`src/rtl/dom_and_pipe.sv`:
```
// WIDTH parallel DOM-indep masked AND gadgets of order ORDER with a valid/ready stream interface.
// Define DOM_AND_OUT_REG_EN to register port_c (2-cycle latency, flop-driven output shares).
module dom_and_pipe #(
    parameter int ORDER = 1,
    parameter int WIDTH = 1
) (
    input  logic                                 clk,
    input  logic                                 rst,
    input  logic                                 in_valid,
    output logic                                 in_ready,
    input  logic [(ORDER+1)*WIDTH-1:0]           port_a,
    input  logic [(ORDER+1)*WIDTH-1:0]           port_b,
    input  logic [(ORDER*(ORDER+1)/2)*WIDTH-1:0] port_r,
    output logic                                 out_valid,
    input  logic                                 out_ready,
    output logic [(ORDER+1)*WIDTH-1:0]           port_c
);
    localparam int N = ORDER + 1;

    // Row-major index of share pair (i,j), i<j, into the randomness words.
    function automatic int pair_idx(input int i, input int j);
        return i * N - (i * (i + 1)) / 2 + (j - i - 1);
    endfunction

    logic [N*N*WIDTH-1:0] t_d;
    logic [N*N*WIDTH-1:0] t_q;
    logic [N*WIDTH-1:0]   c_s;
    logic                 v1_d;
    logic                 v1_q;
    logic                 accept_s;
    logic                 adv1_s;

    assign accept_s = in_valid && in_ready;

    // Partial products; cross-domain terms blinded with the pair's shared random word.
    always_comb begin
        t_d = '0;
        for (int i = 0; i < N; i++) begin
            for (int j = 0; j < N; j++) begin
                if (i == j) begin
                    t_d[(i*N+j)*WIDTH +: WIDTH] = port_a[i*WIDTH +: WIDTH] & port_b[i*WIDTH +: WIDTH];
                end else if (i < j) begin
                    t_d[(i*N+j)*WIDTH +: WIDTH] = (port_a[i*WIDTH +: WIDTH] & port_b[j*WIDTH +: WIDTH])
                                                ^ port_r[pair_idx(i, j)*WIDTH +: WIDTH];
                end else begin
                    t_d[(i*N+j)*WIDTH +: WIDTH] = (port_a[i*WIDTH +: WIDTH] & port_b[j*WIDTH +: WIDTH])
                                                ^ port_r[pair_idx(j, i)*WIDTH +: WIDTH];
                end
            end
        end
    end

    // Compression tree fed only by registered terms (glitch barrier).
    always_comb begin
        c_s = '0;
        for (int i = 0; i < N; i++) begin
            for (int j = 0; j < N; j++) begin
                c_s[i*WIDTH +: WIDTH] = c_s[i*WIDTH +: WIDTH] ^ t_q[(i*N+j)*WIDTH +: WIDTH];
            end
        end
    end

    // Stage-1 occupancy: refilled on accept, emptied when its content moves on.
    always_comb begin
        if (accept_s) begin
            v1_d = 1'b1;
        end else if (adv1_s) begin
            v1_d = 1'b0;
        end else begin
            v1_d = v1_q;
        end
    end

    // Term registers load only on accepted beats so randomness is consumed once per beat.
    always_ff @(posedge clk or posedge rst) begin
        if (rst) begin
            t_q  <= '0;
            v1_q <= 1'b0;
        end else begin
            if (accept_s) begin
                t_q <= t_d;
            end
            v1_q <= v1_d;
        end
    end

`ifdef DOM_AND_OUT_REG_EN
    logic [N*WIDTH-1:0] c_q;
    logic               v2_d;
    logic               v2_q;

    assign adv1_s    = !v2_q || out_ready;
    assign in_ready  = !v1_q || adv1_s;
    assign out_valid = v2_q;
    assign port_c    = c_q;

    // Output stage takes stage-1 occupancy whenever it is free or draining.
    always_comb begin
        if (adv1_s) begin
            v2_d = v1_q;
        end else begin
            v2_d = v2_q;
        end
    end

    // Output share register holds port_c stable while back-pressured.
    always_ff @(posedge clk or posedge rst) begin
        if (rst) begin
            c_q  <= '0;
            v2_q <= 1'b0;
        end else begin
            if (adv1_s && v1_q) begin
                c_q <= c_s;
            end
            v2_q <= v2_d;
        end
    end
`else
    assign adv1_s    = out_ready;
    assign in_ready  = !v1_q || out_ready;
    assign out_valid = v1_q;
    assign port_c    = c_s;
`endif

endmodule
```
`config.mk`:
```
export PLATFORM = sky130hd
export DESIGN_NAME = dom_and_pipe
export DESIGN_NICKNAME = d
export VERILOG_FILES = /design/src/rtl/dom_and_pipe.sv
export SDC_FILE = /design/constraint.sdc
export NUM_CORES = 1
export LEC_CHECK = 0
export ABC_AREA = 1
export ABC_CLOCK_PERIOD_IN_PS = 2000
export BUFFER_PORTS_ARGS = -buffer_cell sky130_fd_sc_hd__buf_2
export CORE_AREA = 5 5 42 44
export DETAILED_ROUTE_END_ITERATION = 12
export DIE_AREA = 0 0 47 49
export GPL_ROUTABILITY_DRIVEN = 0
export HOLD_SLACK_MARGIN = 0.1
export PLACE_DENSITY = 0.49
export SLEW_MARGIN = 20
export SYNTH_ARGS = -nofsm -noshare
export SYNTH_HDL_FRONTEND = slang
export SYNTH_SLANG_ARGS = --single-unit
```
`constraint.sdc`:
```
create_clock -name clk -period 2 [get_ports clk]
set_input_delay 0.4 -clock clk [delete_from_list [all_inputs] [get_ports clk]]
set_output_delay 0.4 -clock clk [all_outputs]
set_load 0.02 [all_outputs]
```
== Word level (Yosys, flattened, before mapping) ==
Cells that the tools add are included.

* Register bits after elaboration: 5
* Input port bits: 9
* Output and inout bits: 4
* Logic and storage cells: 16

* Multiplexer cells: 2
* Bitwise gates (word level): 8
* Reductions and logical operators: 4

{| class="wikitable"
|+ Operator list
! cell !! number
|-
| 1-bit bitwise AND || 4
|-
| 1-bit XOR || 4
|-
| 1-bit two-way mux || 2
|-
| 2-bit nonzero test || 1
|-
| 1-bit logical AND || 1
|-
| 1-bit zero test || 1
|-
| 1-bit logical OR || 1
|}

== Logic depth before layout (Yosys ltp) ==
* Word-level depth: 4
* Gate-level depth with buffers: 5
* Depth with buffers taken out: 5

== Worst setup path before layout ==
No wires, ideal clock.

* Path type: reg2out
* From: register t_q[1]
* To: output port port_c[0]
* Arrival time: 0.736 ns
* Required time: 1.600 ns
* Path slack: 0.864 ns
* Cell stages (with the launch flop): 2
* Buffers on the path: 0
* Cells stage by stage: dfrtp_1 > xor2_1

* Word-level cells in the longest chain between the ends: 1

{| class="wikitable"
|+ Ends and longest elaborated chain
! element !! RTL line !! source
|-
| from (decl) || 26 || <nowiki>logic [N*N*WIDTH-1:0] t_q;</nowiki>
|-
| from (signal assigned) || 81 || <nowiki>t_q <= t_d;</nowiki>
|-
| 1-bit XOR || 58 || <nowiki>c_s[i*WIDTH +: WIDTH] = c_s[i*WIDTH +: WIDTH] ^ t_q[(i*N+j)*WIDTH +: WIDTH];</nowiki>
|-
| to (decl) || 16 || <nowiki>output logic [(ORDER+1)*WIDTH-1:0] port_c</nowiki>
|}

No other way between the ends.

== Worst setup path after layout ==
Same ends and word-level chain as after synthesis.

==> impl_metrics.yaml <==
synth:
  synth_top_area_share_pct: 48.31
  netlist_area_sq_um: 259.0
  ys.flop_type: "dfrtp_1"
  post_synth_most_frequent_cells: "17 x nand2_1, 5 x dfrtp_1, 3 x inv_1"
  yosysTopAreaCell: "dfrtp_1"
  synth.area.mux_share_pct: 0
  xor_and_xnor_fraction_of_the_mapped_netlist_area_pct: 6.763
  synth_cell_types: 9
  synth_enable_flop_cells: 0
  synthesis.nets: 44
  post_synth_fa_ha_maj_area_fraction_pct: 0
  async_reset_ff_share_pct: 100.0
  synth_top_cells_by_area: "dfrtp_1 48%, nand2_1 25%, xor2_1 6.8%"
  synth_top_family_by_area: "simple AND/OR/NAND/NOR gates"
  most_used_standard_cell_by_instance_count_after_synthesis: "nand2_1"
  synth_cells: 35
  ys_warn_count: 0
  ys_seq_elements: 5
  synth_area_in_compound_gates_pct: 5.797
  syn-mean-instance-area_sq_um: 7.400
  synth.yosys.seq_area_share_pct: 48.31
  synth_simple_gate_area_share_pct: 33.33
finish:
  fillCellCount: 172
  post_route_cells_drive_above_1_share_pct: 34.62
  diodes: 0
  finalNetCount: 62
  syn_to_final_growth_pct: 44.93
  finalNonFillerCells: 68
cts:
  cts_made_buffers: 3
  setup_fix_bufs_post_cts: 0
  root_buf_cell: "clkbuf_4"
  cts_max_path_buffers: 2
  worst_path_clk_slew_ns: 0.04
  cts_htree_levels: 1
  clkLatencyLatePin_ns: 0.24
  clock-sinks: 5
  tritoncts: "built"
routing:
  avgViaCountPerCell: 3.750
  dr.first_iter.drc_count: 2
  dr.pass1.iters: 2
  antenna_violating_nets_post_route: 0
  drt_drc_violations_left: 0
  detail_route.wirelength_microns: 576
  wire_per_inst_microns: 8.471
  total_via_count_in_the_routed_design: 255
run:
  max-cap-violations: 0
status:
  run_status: "finished clean"
sta:
  finalHoldViolCount: 0
  fin_crit_ns: 1.341
  max_slew.worst_pin.slew_ns: 0.1750
  timing.clock.skew_ns: 0.0003892
  fmax_mhz: 745.9
  max-slew-margin-rel_pct: 88.32
  setup_total_negative_slack_ns: 0
  finalSetupViolations: 0
  fin_crit_sh_pct: 67.03
  slew_violations: 0
  grt_setup_unrepaired: "false"
floorplanning:
  core_region_area_sq_mm: 0.001401
  die_w_microns: 47
  ios: 13
  floorplan.die.height_microns: 49
  die_area_sq_mm: 0.002303
  placementRows: 14
  starting_density_pct: 18.48
critical_path:
  timing.critical_path.fanout_max: 2
  worstSetupEndpointType: "output port"
  crit-reg2reg-launch: "out_valid$_DFFE_PP0P_"
  r2r_end: "t_q[0]$_DFFE_PP0P_"
  ff_to_ff_path_depth: 4
  required_time_worst_endpoint_ns: 1.60
  timing.setup.critical_path_class: "reg2out"
  reg2reg_setup_slack_ns: 1.17
  worst-endpoint-arrival_ns: 0.94
  critical_path.startpoint_type: "flip-flop"
  worstSetupStartpoint: "t_q[1]$_DFFE_PP0P_"
global_route:
  grt_overflow_total: 0
  grt_first_pass_wirelength_microns: 986
  grt_start_max_net_pins: 7
  first_global_vias: 267
  global_route.usage.total_pct: 6.648
  antenna_found_initial: 0
min_path:
  hold_end: "out_valid$_DFFE_PP0P_"
  min_delay_path_depth: 3
  hp-class: "in2reg"
  hp-start: "in_valid"
place:
  io_buffer_count: 12
  detailedPlacementHpwl_microns: 466.1
  numPlacedInstances: 63
power_and_ir_drop:
  total_leakage_power_nw: 0.2185
  cellPowerDensity_mw_per_mm2: 821.2
  max-vdd-ir-drop_v: 0.0001915
==> placed cells by master, fill, tap and decap left out <==
| cell type | Yosys | routed |
|---|---|---|
| o21ai_1 | 2 | 2 |
| xor2_1 | 2 | 2 |
| dlygate4sd3_1 | 0 | 1 |
| a21oi_1 | 1 | 1 |
| dfrtp_1 | 5 | 5 |
| clkbuf_1 | 0 | 1 |
| nand2_1 | 17 | 17 |
| nand3_1 | 2 | 2 |
| nand2_2 | 2 | 2 |
| clkbuf_4 | 0 | 3 |
| inv_2 | 1 | 1 |
| inv_1 | 3 | 3 |
| buf_2 | 0 | 12 |
==> worst max-delay path, stage by stage, from the launching register on <==
cell and delay (ns):
dfrtp_1 0.39, xor2_1 0.14, buf_2 0.17
==> cell families after synthesis <==
logic type,count (synthesis)
AOI/OAI and AO/OA,3
DFF,5
xor gates and xnor gates,2
buffers and inverters,4
and+or+nand+nor,21
==> state kept, by name, indices dropped and copies added (netlist names) <==
name,flops
out_valid,1
t_q,4
==> where the power goes <==
group	switching (mW)	internal, mW	leakage (nW)
Combinational	0.0429	0.0288	0.142
Sequential	0.00852	0.113	0.0617
Clock	0.0394	0.0753	0.0150
Total	0.0909	0.217	0.218
==> layout make-up <==
class / instances / area, sq um / area share, %
Sequential cell: 5 / 125.1 / 33.33
Inverter: 4 / 15.01 / 4.000
Timing Repair Buffer: 13 / 70.07 / 18.67
Clock buffer: 4 / 26.28 / 7.000
Tap cell: 16 / 20.02 / 5.333
Multi-Input combinational cell: 26 / 118.9 / 31.67
==> what timing repair did <==
action                                 CTS  global route
resized for setup                        0             0
endpoints found under the hold margin    5             0
hold buffers                             1             0
==> per-layer routing <==
| metal | vias to the layer above | wire length [microns] | GRT usage [%] |
|---|---|---|---|
| met5 | - | 0 | 0 |
| met4 | 0 | 25 | 11.06 |
| met3 | 2 | 54 | 1.845 |
| met2 | 10 | 267 | 7.919 |
| met1 | 103 | 228 | 6.682 |
| li1 | 140 | - | - |
==> metrics by stage <==
step           hold slack, ns  area [sq um]  power, mW  utilization, %  setup WS, ns
2_1_floorplan          0.1785         259.0     0.1665               -        0.8637
3_3_place_gp           0.3074         339.1     0.1950           24.20        0.8402
3_5_place_dp           0.2978         339.1     0.1953           24.20        0.8307
4_1_cts                0.3784         375.4     0.3173           26.79        0.6371
5_1_grt                0.4008         375.4     0.3331           26.79        0.5799
6_report               0.3892         375.4     0.3082           26.79        0.6593
==> how the worst max path moves through the flow <==
stage,endpoint,slack [ns],cells after the start
after floorplan,port_c[0],0.86,1
after global placement,in_ready,0.84,4
after detailed placement,in_ready,0.83,4
after CTS,port_c[0],0.64,2
after global routing,port_c[0],0.58,2
final,port_c[0],0.66,2
No activity file was read; power rests on OpenSTA's default activity.
